===== src/rtl/vga_timing_param_if.sv =====
`default_nettype none
// ============================================================================
// Module   : vga_if_norgb
// Brief    : VGA timing bundle (counts, syncs, blanking) without pixel data.
// Revision : 1.0 - initial release
// ============================================================================
interface vga_if_norgb #(
    parameter int CNT_W = 11
);
    logic [CNT_W-1:0] hcount;
    logic [CNT_W-1:0] vcount;
    logic             hsync;
    logic             vsync;
    logic             hblnk;
    logic             vblnk;

    modport out (
        output hcount, vcount, hsync, vsync, hblnk, vblnk
    );

    modport in (
        input hcount, vcount, hsync, vsync, hblnk, vblnk
    );
endinterface
`default_nettype wire


===== src/rtl/vga_timing_param.sv =====
`default_nettype none
// ============================================================================
// Module   : vga_timing_param
// Brief    : Parametrised VGA timing generator with pixel enable and strobes.
// Revision : 1.0 - initial release
// ============================================================================
module vga_timing_param #(
    parameter int H_ACTIVE    = 800,
    parameter int H_FP        = 40,
    parameter int H_SYNC      = 128,
    parameter int H_BP        = 88,
    parameter int V_ACTIVE    = 600,
    parameter int V_FP        = 1,
    parameter int V_SYNC      = 4,
    parameter int V_BP        = 23,
    parameter int HS_POL      = 1,
    parameter int VS_POL      = 1,
    parameter int CNT_W       = 11,
    parameter int FRAME_CNT_W = 8
) (
    input  logic                   clk,
    input  logic                   rst,
    input  logic                   pix_en,
    vga_if_norgb.out               out,
    output logic                   de,
    output logic                   line_start,
    output logic                   frame_start,
    output logic [FRAME_CNT_W-1:0] frame_cnt
);

    localparam int c_H_TOTAL  = H_ACTIVE + H_FP + H_SYNC + H_BP;
    localparam int c_V_TOTAL  = V_ACTIVE + V_FP + V_SYNC + V_BP;
    localparam int c_HS_START = H_ACTIVE + H_FP;
    localparam int c_HS_END   = c_HS_START + H_SYNC;
    localparam int c_VS_START = V_ACTIVE + V_FP;
    localparam int c_VS_END   = c_VS_START + V_SYNC;

    localparam logic [CNT_W-1:0] c_H_LAST = CNT_W'(c_H_TOTAL - 1);
    localparam logic [CNT_W-1:0] c_V_LAST = CNT_W'(c_V_TOTAL - 1);
    localparam logic [CNT_W-1:0] c_H_ACT  = CNT_W'(H_ACTIVE);
    localparam logic [CNT_W-1:0] c_V_ACT  = CNT_W'(V_ACTIVE);
    localparam logic [CNT_W-1:0] c_HS_S   = CNT_W'(c_HS_START);
    localparam logic [CNT_W-1:0] c_HS_E   = CNT_W'(c_HS_END);
    localparam logic [CNT_W-1:0] c_VS_S   = CNT_W'(c_VS_START);
    localparam logic [CNT_W-1:0] c_VS_E   = CNT_W'(c_VS_END);
    localparam logic             c_HS_ON  = (HS_POL != 0);
    localparam logic             c_VS_ON  = (VS_POL != 0);

    generate
        if (H_ACTIVE < 1 || H_FP < 1 || H_SYNC < 1 || H_BP < 1 ||
            V_ACTIVE < 1 || V_FP < 1 || V_SYNC < 1 || V_BP < 1) begin : g_chk_geom
            $error("vga_timing_param: every geometry parameter must be >= 1");
        end
        if (CNT_W < 1 || CNT_W > 62 ||
            64'(c_H_TOTAL - 1) >= (64'd1 << CNT_W) ||
            64'(c_V_TOTAL - 1) >= (64'd1 << CNT_W)) begin : g_chk_cnt_w
            $error("vga_timing_param: H_TOTAL-1 / V_TOTAL-1 do not fit in CNT_W");
        end
        if (FRAME_CNT_W < 1) begin : g_chk_frame_w
            $error("vga_timing_param: FRAME_CNT_W must be >= 1");
        end
    endgenerate

    logic [CNT_W-1:0]       hcount_q, hcount_d;
    logic [CNT_W-1:0]       vcount_q, vcount_d;
    logic                   hsync_q, hsync_d;
    logic                   vsync_q, vsync_d;
    logic                   hblnk_q, hblnk_d;
    logic                   vblnk_q, vblnk_d;
    logic                   de_q, de_d;
    logic                   line_start_q, line_start_d;
    logic                   frame_start_q, frame_start_d;
    logic [FRAME_CNT_W-1:0] frame_cnt_q, frame_cnt_d;

    always_comb begin
        hcount_d      = hcount_q;
        vcount_d      = vcount_q;
        line_start_d  = 1'b0;
        frame_start_d = 1'b0;
        frame_cnt_d   = frame_cnt_q;

        if (pix_en) begin
            if (hcount_q == c_H_LAST) begin
                hcount_d     = '0;
                line_start_d = 1'b1;
                if (vcount_q == c_V_LAST) begin
                    vcount_d      = '0;
                    frame_start_d = 1'b1;
                    frame_cnt_d   = frame_cnt_q + 1'b1;
                end else begin
                    vcount_d = vcount_q + 1'b1;
                end
            end else begin
                hcount_d = hcount_q + 1'b1;
            end
        end

        // Flags decode the next count so they register alongside it.
        hblnk_d = (hcount_d >= c_H_ACT);
        vblnk_d = (vcount_d >= c_V_ACT);
        hsync_d = ((hcount_d >= c_HS_S) && (hcount_d < c_HS_E)) ? c_HS_ON : !c_HS_ON;
        vsync_d = ((vcount_d >= c_VS_S) && (vcount_d < c_VS_E)) ? c_VS_ON : !c_VS_ON;
        de_d    = !hblnk_d && !vblnk_d;
    end

    always_ff @(posedge clk) begin
        if (rst) begin
            hcount_q      <= '0;
            vcount_q      <= '0;
            hsync_q       <= !c_HS_ON;
            vsync_q       <= !c_VS_ON;
            hblnk_q       <= 1'b0;
            vblnk_q       <= 1'b0;
            de_q          <= 1'b1;
            line_start_q  <= 1'b0;
            frame_start_q <= 1'b0;
            frame_cnt_q   <= '0;
        end else begin
            hcount_q      <= hcount_d;
            vcount_q      <= vcount_d;
            hsync_q       <= hsync_d;
            vsync_q       <= vsync_d;
            hblnk_q       <= hblnk_d;
            vblnk_q       <= vblnk_d;
            de_q          <= de_d;
            line_start_q  <= line_start_d;
            frame_start_q <= frame_start_d;
            frame_cnt_q   <= frame_cnt_d;
        end
    end

    assign out.hcount  = hcount_q;
    assign out.vcount  = vcount_q;
    assign out.hsync   = hsync_q;
    assign out.vsync   = vsync_q;
    assign out.hblnk   = hblnk_q;
    assign out.vblnk   = vblnk_q;
    assign de          = de_q;
    assign line_start  = line_start_q;
    assign frame_start = frame_start_q;
    assign frame_cnt   = frame_cnt_q;

endmodule
`default_nettype wire


===== src/flat_wrapper.sv =====
// flat-port wrapper written by rule: the top's interface ports become plain ports
module vga_timing_param_flat 
#(
    parameter int H_ACTIVE    = 800,
    parameter int H_FP        = 40,
    parameter int H_SYNC      = 128,
    parameter int H_BP        = 88,
    parameter int V_ACTIVE    = 600,
    parameter int V_FP        = 1,
    parameter int V_SYNC      = 4,
    parameter int V_BP        = 23,
    parameter int HS_POL      = 1,
    parameter int VS_POL      = 1,
    parameter int CNT_W       = 11,
    parameter int FRAME_CNT_W = 8
)
  (clk, rst, pix_en, de, line_start, frame_start, frame_cnt, out_hcount, out_vcount, out_hsync, out_vsync, out_hblnk, out_vblnk);
  vga_if_norgb #(.CNT_W(CNT_W)) out_i ();
  input  logic clk;
  input  logic rst;
  input  logic pix_en;
  output logic de;
  output logic line_start;
  output logic frame_start;
  output logic [FRAME_CNT_W-1:0] frame_cnt;
  output wire logic [$bits(out_i.hcount)-1:0] out_hcount;
  output wire logic [$bits(out_i.vcount)-1:0] out_vcount;
  output wire logic [$bits(out_i.hsync)-1:0] out_hsync;
  output wire logic [$bits(out_i.vsync)-1:0] out_vsync;
  output wire logic [$bits(out_i.hblnk)-1:0] out_hblnk;
  output wire logic [$bits(out_i.vblnk)-1:0] out_vblnk;
  assign out_hcount = out_i.hcount;
  assign out_vcount = out_i.vcount;
  assign out_hsync = out_i.hsync;
  assign out_vsync = out_i.vsync;
  assign out_hblnk = out_i.hblnk;
  assign out_vblnk = out_i.vblnk;
  vga_timing_param #(.H_ACTIVE(H_ACTIVE), .H_FP(H_FP), .H_SYNC(H_SYNC), .H_BP(H_BP), .V_ACTIVE(V_ACTIVE), .V_FP(V_FP), .V_SYNC(V_SYNC), .V_BP(V_BP), .HS_POL(HS_POL), .VS_POL(VS_POL), .CNT_W(CNT_W), .FRAME_CNT_W(FRAME_CNT_W)) u_core (.clk(clk), .rst(rst), .pix_en(pix_en), .out(out_i), .de(de), .line_start(line_start), .frame_start(frame_start), .frame_cnt(frame_cnt));
endmodule

===== config.mk =====
export PLATFORM = sky130hd
export DESIGN_NAME = vga_timing_param_flat
export DESIGN_NICKNAME = d
export VERILOG_FILES = /design/src/rtl/vga_timing_param_if.sv /design/src/rtl/vga_timing_param.sv /design/src/flat_wrapper.sv
export SDC_FILE = /design/constraint.sdc
export NUM_CORES = 1
export LEC_CHECK = 0
export CORE_UTILIZATION = 50
export DETAILED_ROUTE_END_ITERATION = 7
export GPL_TIMING_DRIVEN = 0
export PLACE_DENSITY = 0.78
export RECOVER_POWER = 100
export SYNTH_ARGS = -nofsm -noshare
export SYNTH_HDL_FRONTEND = slang
export SYNTH_SLANG_ARGS = --single-unit

===== constraint.sdc =====
create_clock -name clk -period 3.1 [get_ports clk]
set_clock_uncertainty 0.15 [all_clocks]
set_input_delay 0.465 -clock clk [delete_from_list [all_inputs] [get_ports clk]]
set_output_delay 0.465 -clock clk [all_outputs]
set_load 0.02 [all_outputs]

# == Word level (Yosys, flattened, before mapping) ==
# Cells that the tools add are included.
# W data, S select, Z words.
# word_totals
regBits,37
word_cells,40
# classes
n_addsub,3
order_cmp,6
n_eq_ne,2
n_mux,9
n_bitwise,2
reduce_logical,8
# op_table
cell,count
$mux W11,5
$ge A11 B10 Y1 const B,4
$add A11 B1 Y11 const B,2
$lt A11 B10 Y1 const B,2
$eq A11 B10 Y1 const B,1
$eq A11 B11 Y1 const B,1
$add A8 B1 Y8 const B,1
$mux W1,4
$logic_and A1 B1 Y1,3
$reduce_and A3 Y1,1
$reduce_or A3 Y1,1
$logic_not A1 Y1,2
$not A1 Y1,2
$reduce_or A2 Y1,1

# == Depth between registers and ports, before layout ==
# Gate-level depths: netlist of the first run.
# logic_depth
ltp_word,7
ltp_mapped,10

# == Worst setup path after synthesis of the first run ==
# No wires, ideal clock.
# synth_path
path_type,in2reg
startpoint,in pix_en
endpoint,reg u_core.vblnk_q (netlist: u_core.out.vblnk)
setup_ps,134
arrival_time_ps,2127
t_required_ps,2816
path_slack_ps,689
cell_stages,9
cell_sequence,buf_4 and4_1 buf_2 nand4_2 buf_2 nor3_1 xnor2_1 nor2_1 or4_1
# synth_via
elab_chain_cells,2
# synth_lines
item,line,text
from (decl),flat_wrapper.sv:21,input logic pix_en;
$mux W11,vga_timing_param.sv:82,if (pix_en) begin
$ge A11 B10 Y1,vga_timing_param.sv:100,vblnk_d = (vcount_d >= c_V_ACT);
to (signal assigned),vga_timing_param.sv:124,vblnk_q <= vblnk_d;
to (decl),vga_timing_param.sv:69,"logic vblnk_q, vblnk_d;"
# Every way passes these cells.
# A chain may end at the register's enable or synchronous reset.

# == Final worst setup path of the first run ==
# layout_path
startpoint,reg u_core.hcount_q[4] (netlist: u_core.out.hcount[4])
endpoint,reg u_core.vblnk_q (netlist: u_core.out.vblnk)
# layout_via
elab_chain_cells,4
# layout_lines
item,line,text
from (decl),vga_timing_param.sv:64,"logic [CNT_W-1:0] hcount_q, hcount_d;"
from (signal assigned),vga_timing_param.sv:119,hcount_q <= hcount_d;
$eq A11 B11 Y1,vga_timing_param.sv:83,if (hcount_q == c_H_LAST) begin
$mux W11,vga_timing_param.sv:83,
$mux W11,vga_timing_param.sv:82,
$ge A11 B10 Y1,vga_timing_param.sv:100,
# Every way passes these cells.

==> results.yml, run 1 <==
global_routing:
  grt_pass1_wl_mm: 7.69
  grt_max_degree: 14
  grt_overflow: 0
  grt_use_total_pct: 23.1
  antenna_found_initial: 0
  first_global_vias: 1696
drt:
  vias: 1922
  wl_per_cell_um: 13.3
  dr.pass1.iters: 4
  drt-total-wl_mm: 4.55
  vias_per_cell: 5.62
  postRouteAntennaNets: 0
  drt_iter0_markers: 122
  drcViolationCount: 0
clock_tree:
  clock-root-buffer: "clkbuf_8"
  postCtsSetupBuffers: 0
  htree_num_levels: 2
  clk-insertion-delay-late_ps: 290
  cts_buffer_depth: 2
  cts_resized: 0
  tritoncts: "done"
  holdBufCountCts: 0
  numClockSinks: 37
  clk_pin_slew_ps: 80
  cts_buffers: 5
synthesis:
  yosysSeqAreaShare_pct: 35.5
  netlist.area_leader.share_pct: 35.5
  yosysMostFrequentCell: "dfxtp_1"
  synth_top_family_by_area: "simple AND/OR/NAND/NOR gates"
  synth_compound_area_share_pct: 12.4
  yosysTopAreaCell: "dfxtp_1"
  ys.flop_type: "dfxtp_1"
  synth_edf_count: 0
  synth-xor-area-share_pct: 10.9
  ys_seq_elements: 37
  synth-simple-area-share_pct: 32.1
  synthAdderAreaFrac_pct: 1.80
  synth_cells: 247
  ys_async_sr_fraction_pct: 0
  ys_types: 58
  syn_area_um2: 2090
  syn_nets: 253
  synth_common_cells: "dfxtp_1, nor2_1, nand2_1, xnor2_1, nor3_1"
  yosys-top-cells-area: "dfxtp_1, xnor2_1, nor2_1"
  yosys_warnings: 0
  muxShareOfSynthArea_pct: 1.44
  avgSynthCellArea_um2: 8.45
critical_path:
  crit_fanout: 10
  critPathRequiredTime_ps: 3110
  reg2reg_slack_ps: 350
  crit_type: "reg -> reg"
  endpoint_kind: "flop"
  cp.arrival_ps: 2770
  slowest_stage: "or4_1"
  cp.buffers_inverters: 2
  path_cells: "and4_1 > clkbuf_1 > nand4_1 > buf_2 > nor3_1 > xnor2_1 > nor2_1 > or4_1"
  crit_family: "simple AND/OR/NAND/NOR gates"
  start_kind: "flop"
  slowest_delay_ps: 520
outcome:
  status: "complete, no violations"
final_layout:
  antenna_cells: 0
  layout-drive-gt1-share_pct: 11.0
  area_growth_pct: 25.4
  nNetsFinal: 297
flow_run:
  max_cap_violations: 0
hold_path:
  hold_class: "reg -> reg"
power_and_ir_drop:
  powerDensity_nw_per_um2: 357
  cellLeakagePower_uw: 0.00103
  finalPower_uw: 934
  peakVddDrop_uv: 259
floorplan:
  rows: 23
  dieHeight_um: 66.6
  ios: 40
  dieArea_um2: 4440
  die_w_um: 66.6
  core-area_um2: 4000
  start_util_pct: 52.2
timing:
  maxSlewHeadroom_pct: 68.0
  rsz0062_at_grt: "false"
  finalMaxSlewViolations: 0
  post-route-period-util_pct: 88.8
  clock.fmax_ghz: 0.363
  setup_ws_ps: 346
  setup_viol: 0
  worstMarginPinSlew_ps: 480
  totalNegativeSetupSlack_ps: 0
  finalHoldViolCount: 0
  period_needed_ps: 2750
place:
  gp_congestion: 0.831
  post-place-ws_ps: 438
  dp_hpwl_mm: 3.38
  numPortBuffers: 37
-- layout make-up --
| cell class | count | area [µm²] |
|---|---|---|
| Tap cell | 50 | 62.6 |
| Timing Repair Buffer | 37 | 370 |
| Clock buffer | 5 | 68.8 |
| Fill cell | 392 | 1380 |
| Inverter | 5 | 18.8 |
| Multi-Input combinational cell | 185 | 1210 |
| Clock inverter | 3 | 46.3 |
| Sequential cell | 37 | 741 |
| Buffer | 20 | 101 |
-- per-stage QoR --
step	util, %	cells	hold slack (ps)	cell area, µm²
after floorplan	-	247	416	2090
after global placement	63.0	334	332	2520
after detailed placement	63.0	334	342	2520
after CTS	65.9	342	345	2640
after global routing	65.5	342	373	2620
final	65.5	342	345	2620
-- report_power, final --
part / switching, µW / internal (µW) / total (µW) / leakage [µW]
Combinational: 18.1 / 11.1 / 29.2 / 0.000676
Sequential: 5.36 / 478 / 483 / 0.000298
Clock: 181 / 241 / 422 / 0.0000543
Total: 205 / 729 / 934 / 0.00103
-- metal layers --
| layer | wire (µm) | track usage, % | share of wire, % | vias up |
|---|---|---|---|---|
| met3 | 224 | 5.65 | 4.9 | 6 |
| li1 | - | - | - | 968 |
| met5 | 0 | 0 | 0 | - |
| met1 | 2090 | 29.6 | 46 | 894 |
| met4 | 65 | 9.04 | 1.4 | 0 |
| met2 | 2170 | 36.9 | 48 | 54 |
-- registers in the layout, summed over array words and instances, names as in the netlist --
name                count
u_core.out.vblnk        1
u_core.out.hcount      11
u_core.de               1
u_core.out.hblnk        1
u_core.frame_cnt        8
u_core.out.hsync        1
u_core.frame_start      1
u_core.out.vsync        1
u_core.out.vcount      11
u_core.line_start       1
-- final timing paths --
kind                                    start                          endpoint  depth (start not counted)
min reg2reg  u_core.frame_cnt[5]$_SDFFE_PP0P_  u_core.frame_cnt[5]$_SDFFE_PP0P_                          2
min          u_core.frame_cnt[5]$_SDFFE_PP0P_  u_core.frame_cnt[5]$_SDFFE_PP0P_                          2
max           u_core.out.hcount[4]$_SDFF_PP0_       u_core.out.vblnk$_SDFF_PP0_                          8
max reg2reg   u_core.out.hcount[4]$_SDFF_PP0_       u_core.out.vblnk$_SDFF_PP0_                          8
-- cell families (layout without fill, tap and decap cells) --
family | count (synthesis) | after routing
multiplexers | 3 | 3
flip-flops | 37 | 37
AND/OR/NAND/NOR | 118 | 118
buffers and inverters | 25 | 70
AO/OA/AOI/OAI | 35 | 35
XOR/XNOR | 26 | 26
adder cells (fa/ha/maj) | 3 | 3
-- cell usage in the layout (no fill, tap or decap), types with 2 or more instances in the layout --
master         netlist  layout
nand3b_1             2       2
and3_1               6       6
nor4_1               3       4
dlygate4sd3_1        0      37
nand4_1              5       6
a31oi_1              3       3
xnor2_1             16      16
and4_1               6       6
nor2_1              36      36
nand2_1             16      16
a41oi_1              2       2
buf_2                9       6
dfxtp_1             37      37
mux2i_1              3       3
o21ai_0              8       8
xor2_1              10      10
or3_1                4       4
nor3_1              14      14
inv_1                5       5
a21oi_1              7       7
clkbuf_8             0       5
or2_2                2       2
nand3_1              6       6
clkbuf_1             6       9
ha_1                 3       3
buf_4                3       3
-- worst register-to-register path: cells and delay by family, from the launching register on --
kind          cells  cell delay, ps
simple gates      5            1360
buf+inv           2             520
flops             1             440
xor+xnor          1             160
Note: power is estimated with default switching activity, not from simulation.
==> run 2: changes to the inputs <==
GPL_TIMING_DRIVEN = not set   (was 0)
==> run 2 against run 1 <==
Against the previous run: global-route usage down 0.21 points; critical path type unchanged; maximum frequency down 0.46%; final area fell by 1.0%; final cell count shrank 2.6%; worst hold slack improved by 12 ps; wire length increased by 2.1%; die area is the same; non-clock buffer count is 9 lower; sequential cell count did not move.
==> results.yml, run 2 (synthesized netlist as in run 1, its figures left out) <==
outcome:
  status: "complete, no violations"
critical_path:
  crit_type: "reg -> reg"
  slowest_stage: "ha_1"
  endpoint_kind: "flop"
  critPathRequiredTime_ps: 3110
  critical_path.startpoint: "u_core.out.hcount[0]$_SDFF_PP0_"
  r2r_start: "u_core.out.hcount[0]$_SDFF_PP0_"
  start_kind: "flop"
  path_cells: "ha_1 > nand4_1 > nor3_1 > mux2i_1 > nor2_1 > or4_1"
  slowest_delay_ps: 490
  crit_fanout: 14
  cp.arrival_ps: 2780
floorplan:
  die_w_um: 66.6
  start_util_pct: 52.2
  ios: 40
  dieHeight_um: 66.6
  rows: 23
  core-area_um2: 4000
  dieArea_um2: 4440
drt:
  drcViolationCount: 0
  wl_per_cell_um: 14.0
  vias: 1889
  postRouteAntennaNets: 0
  drt_iter0_markers: 128
  vias_per_cell: 5.67
  drt-total-wl_mm: 4.65
  dr.pass1.iters: 4
clock_tree:
  tritoncts: "done"
  clk-insertion-delay-late_ps: 290
  holdBufCountCts: 0
  cts_resized: 0
  cts_buffer_depth: 2
  clock-root-buffer: "clkbuf_8"
  clk_pin_slew_ps: 80
  postCtsSetupBuffers: 0
  cts_buffers: 5
  htree_num_levels: 2
  numClockSinks: 37
global_routing:
  grt_overflow: 0
  first_global_vias: 1698
  grt_use_total_pct: 22.9
  antenna_found_initial: 0
  grt_max_degree: 21
  grt_pass1_wl_mm: 7.76
final_layout:
  area_growth_pct: 24.1
  layout-drive-gt1-share_pct: 9.54
  final_common_cell: "dlygate4sd3_1"
  nNetsFinal: 288
  fin_util_pct: 64.8
  final_cell_mix: "dlygate4sd3_1, dfxtp_1, nor2_1"
  antenna_cells: 0
hold_path:
  hold_start: "u_core.frame_cnt[5]$_SDFFE_PP0P_"
  hold_class: "reg -> reg"
place:
  dp_hpwl_mm: 3.33
  numPortBuffers: 39
  post-place-ws_ps: 200
  gp_congestion: 0.911
flow_run:
  max_cap_violations: 0
timing:
  clock.fmax_ghz: 0.361
  hold_ws_ps: 357
  rsz0062_at_grt: "false"
  setup_viol: 0
  worstMarginPinSlew_ps: 476
  totalNegativeSetupSlack_ps: 0
  period_needed_ps: 2770
  maxSlewHeadroom_pct: 68.0
  post-route-period-util_pct: 89.3
  finalHoldViolCount: 0
  setup_ws_ps: 333
  finalMaxSlewViolations: 0
power_and_ir_drop:
  p_int_uw: 752
  p_sw_uw: 204
  peakVddDrop_uv: 227
  cellLeakagePower_uw: 0.00100
  swShare_pct: 21.3
  powerDensity_nw_per_um2: 369
  finalPower_uw: 956
  p_comb_share_pct: 3.2
  seq_power_share_pct: 50.5
  pwr-share-clk_pct: 46.3
-- run 2: cell count changes in the layout (fill, tap and decap cells not counted) --
cell,delta
buf_6,-1
clkdlybuf4s50_1,+1
clkbuf_1,-4
dlygate4sd3_1,+1
clkinv_4,-1
a21o_2,+1
a21o_1,-1
buf_2,-6
clkbuf_8,+1
buf_4,+1
buf_1,-1
-- run 2: final timing paths --
path	cells past startpoint	slack, ps	to
worst max-delay path	6	330	u_core.out.vblnk$_SDFF_PP0_
worst min-delay path	2	360	u_core.frame_cnt[5]$_SDFFE_PP0P_
worst max register to register	6	330	u_core.out.vblnk$_SDFF_PP0_
worst min register to register	2	360	u_core.frame_cnt[5]$_SDFFE_PP0P_
-- run 2: layer usage --
layer | GRT usage (%) | share of wire (%) | vias up
li1 | - | - | 943
met1 | 28.3 | 46 | 878
met2 | 37.0 | 47 | 60
met3 | 5.48 | 5.6 | 8
met4 | 10.9 | 1.6 | 0
met5 | 0 | 0 | -
-- run 2: cell type report --
cell class              instances  area (µm²)
fillers                       350        1410
multi-input cells             185        1210
flip-flops and latches         37         741
repair buffers                 48         439
clock buffers                   6        82.6
well taps                      50        62.6
clock inverters                 2        37.5
inverters                       5        18.8
-- run 2: worst max-delay path, delay by kind of cell (launching register included) --
family / cells / cell delay, ps
adder cells (fa/ha/maj): 1 / 490
multiplexers: 1 / 280
AND/OR/NAND/NOR: 4 / 1270
flip-flops: 1 / 460
-- run 2: per-stage QoR --
stage               cell area, µm²  cells
CTS                           2620    333
global route                  2590    333
floorplan                     2090    247
finish                        2590    333
global placement              2500    325
detailed placement            2500    325
-- run 2: power by group through the flow --
stage                     Clock (µW)  Sequential, µW  Combinational, µW
after floorplan                    0             496               16.8
after detailed placement           0             494               32.9
after CTS                        449             483               33.2
final                            443             483               30.6
after global placement             0             494               32.6
after global routing             471             483               34.6
==> run 3: changes to the inputs <==
CAP_MARGIN = 5   (was not set)
==> results of run 3 <==
Final layout, timing and power as in run 2 (identical DEF).
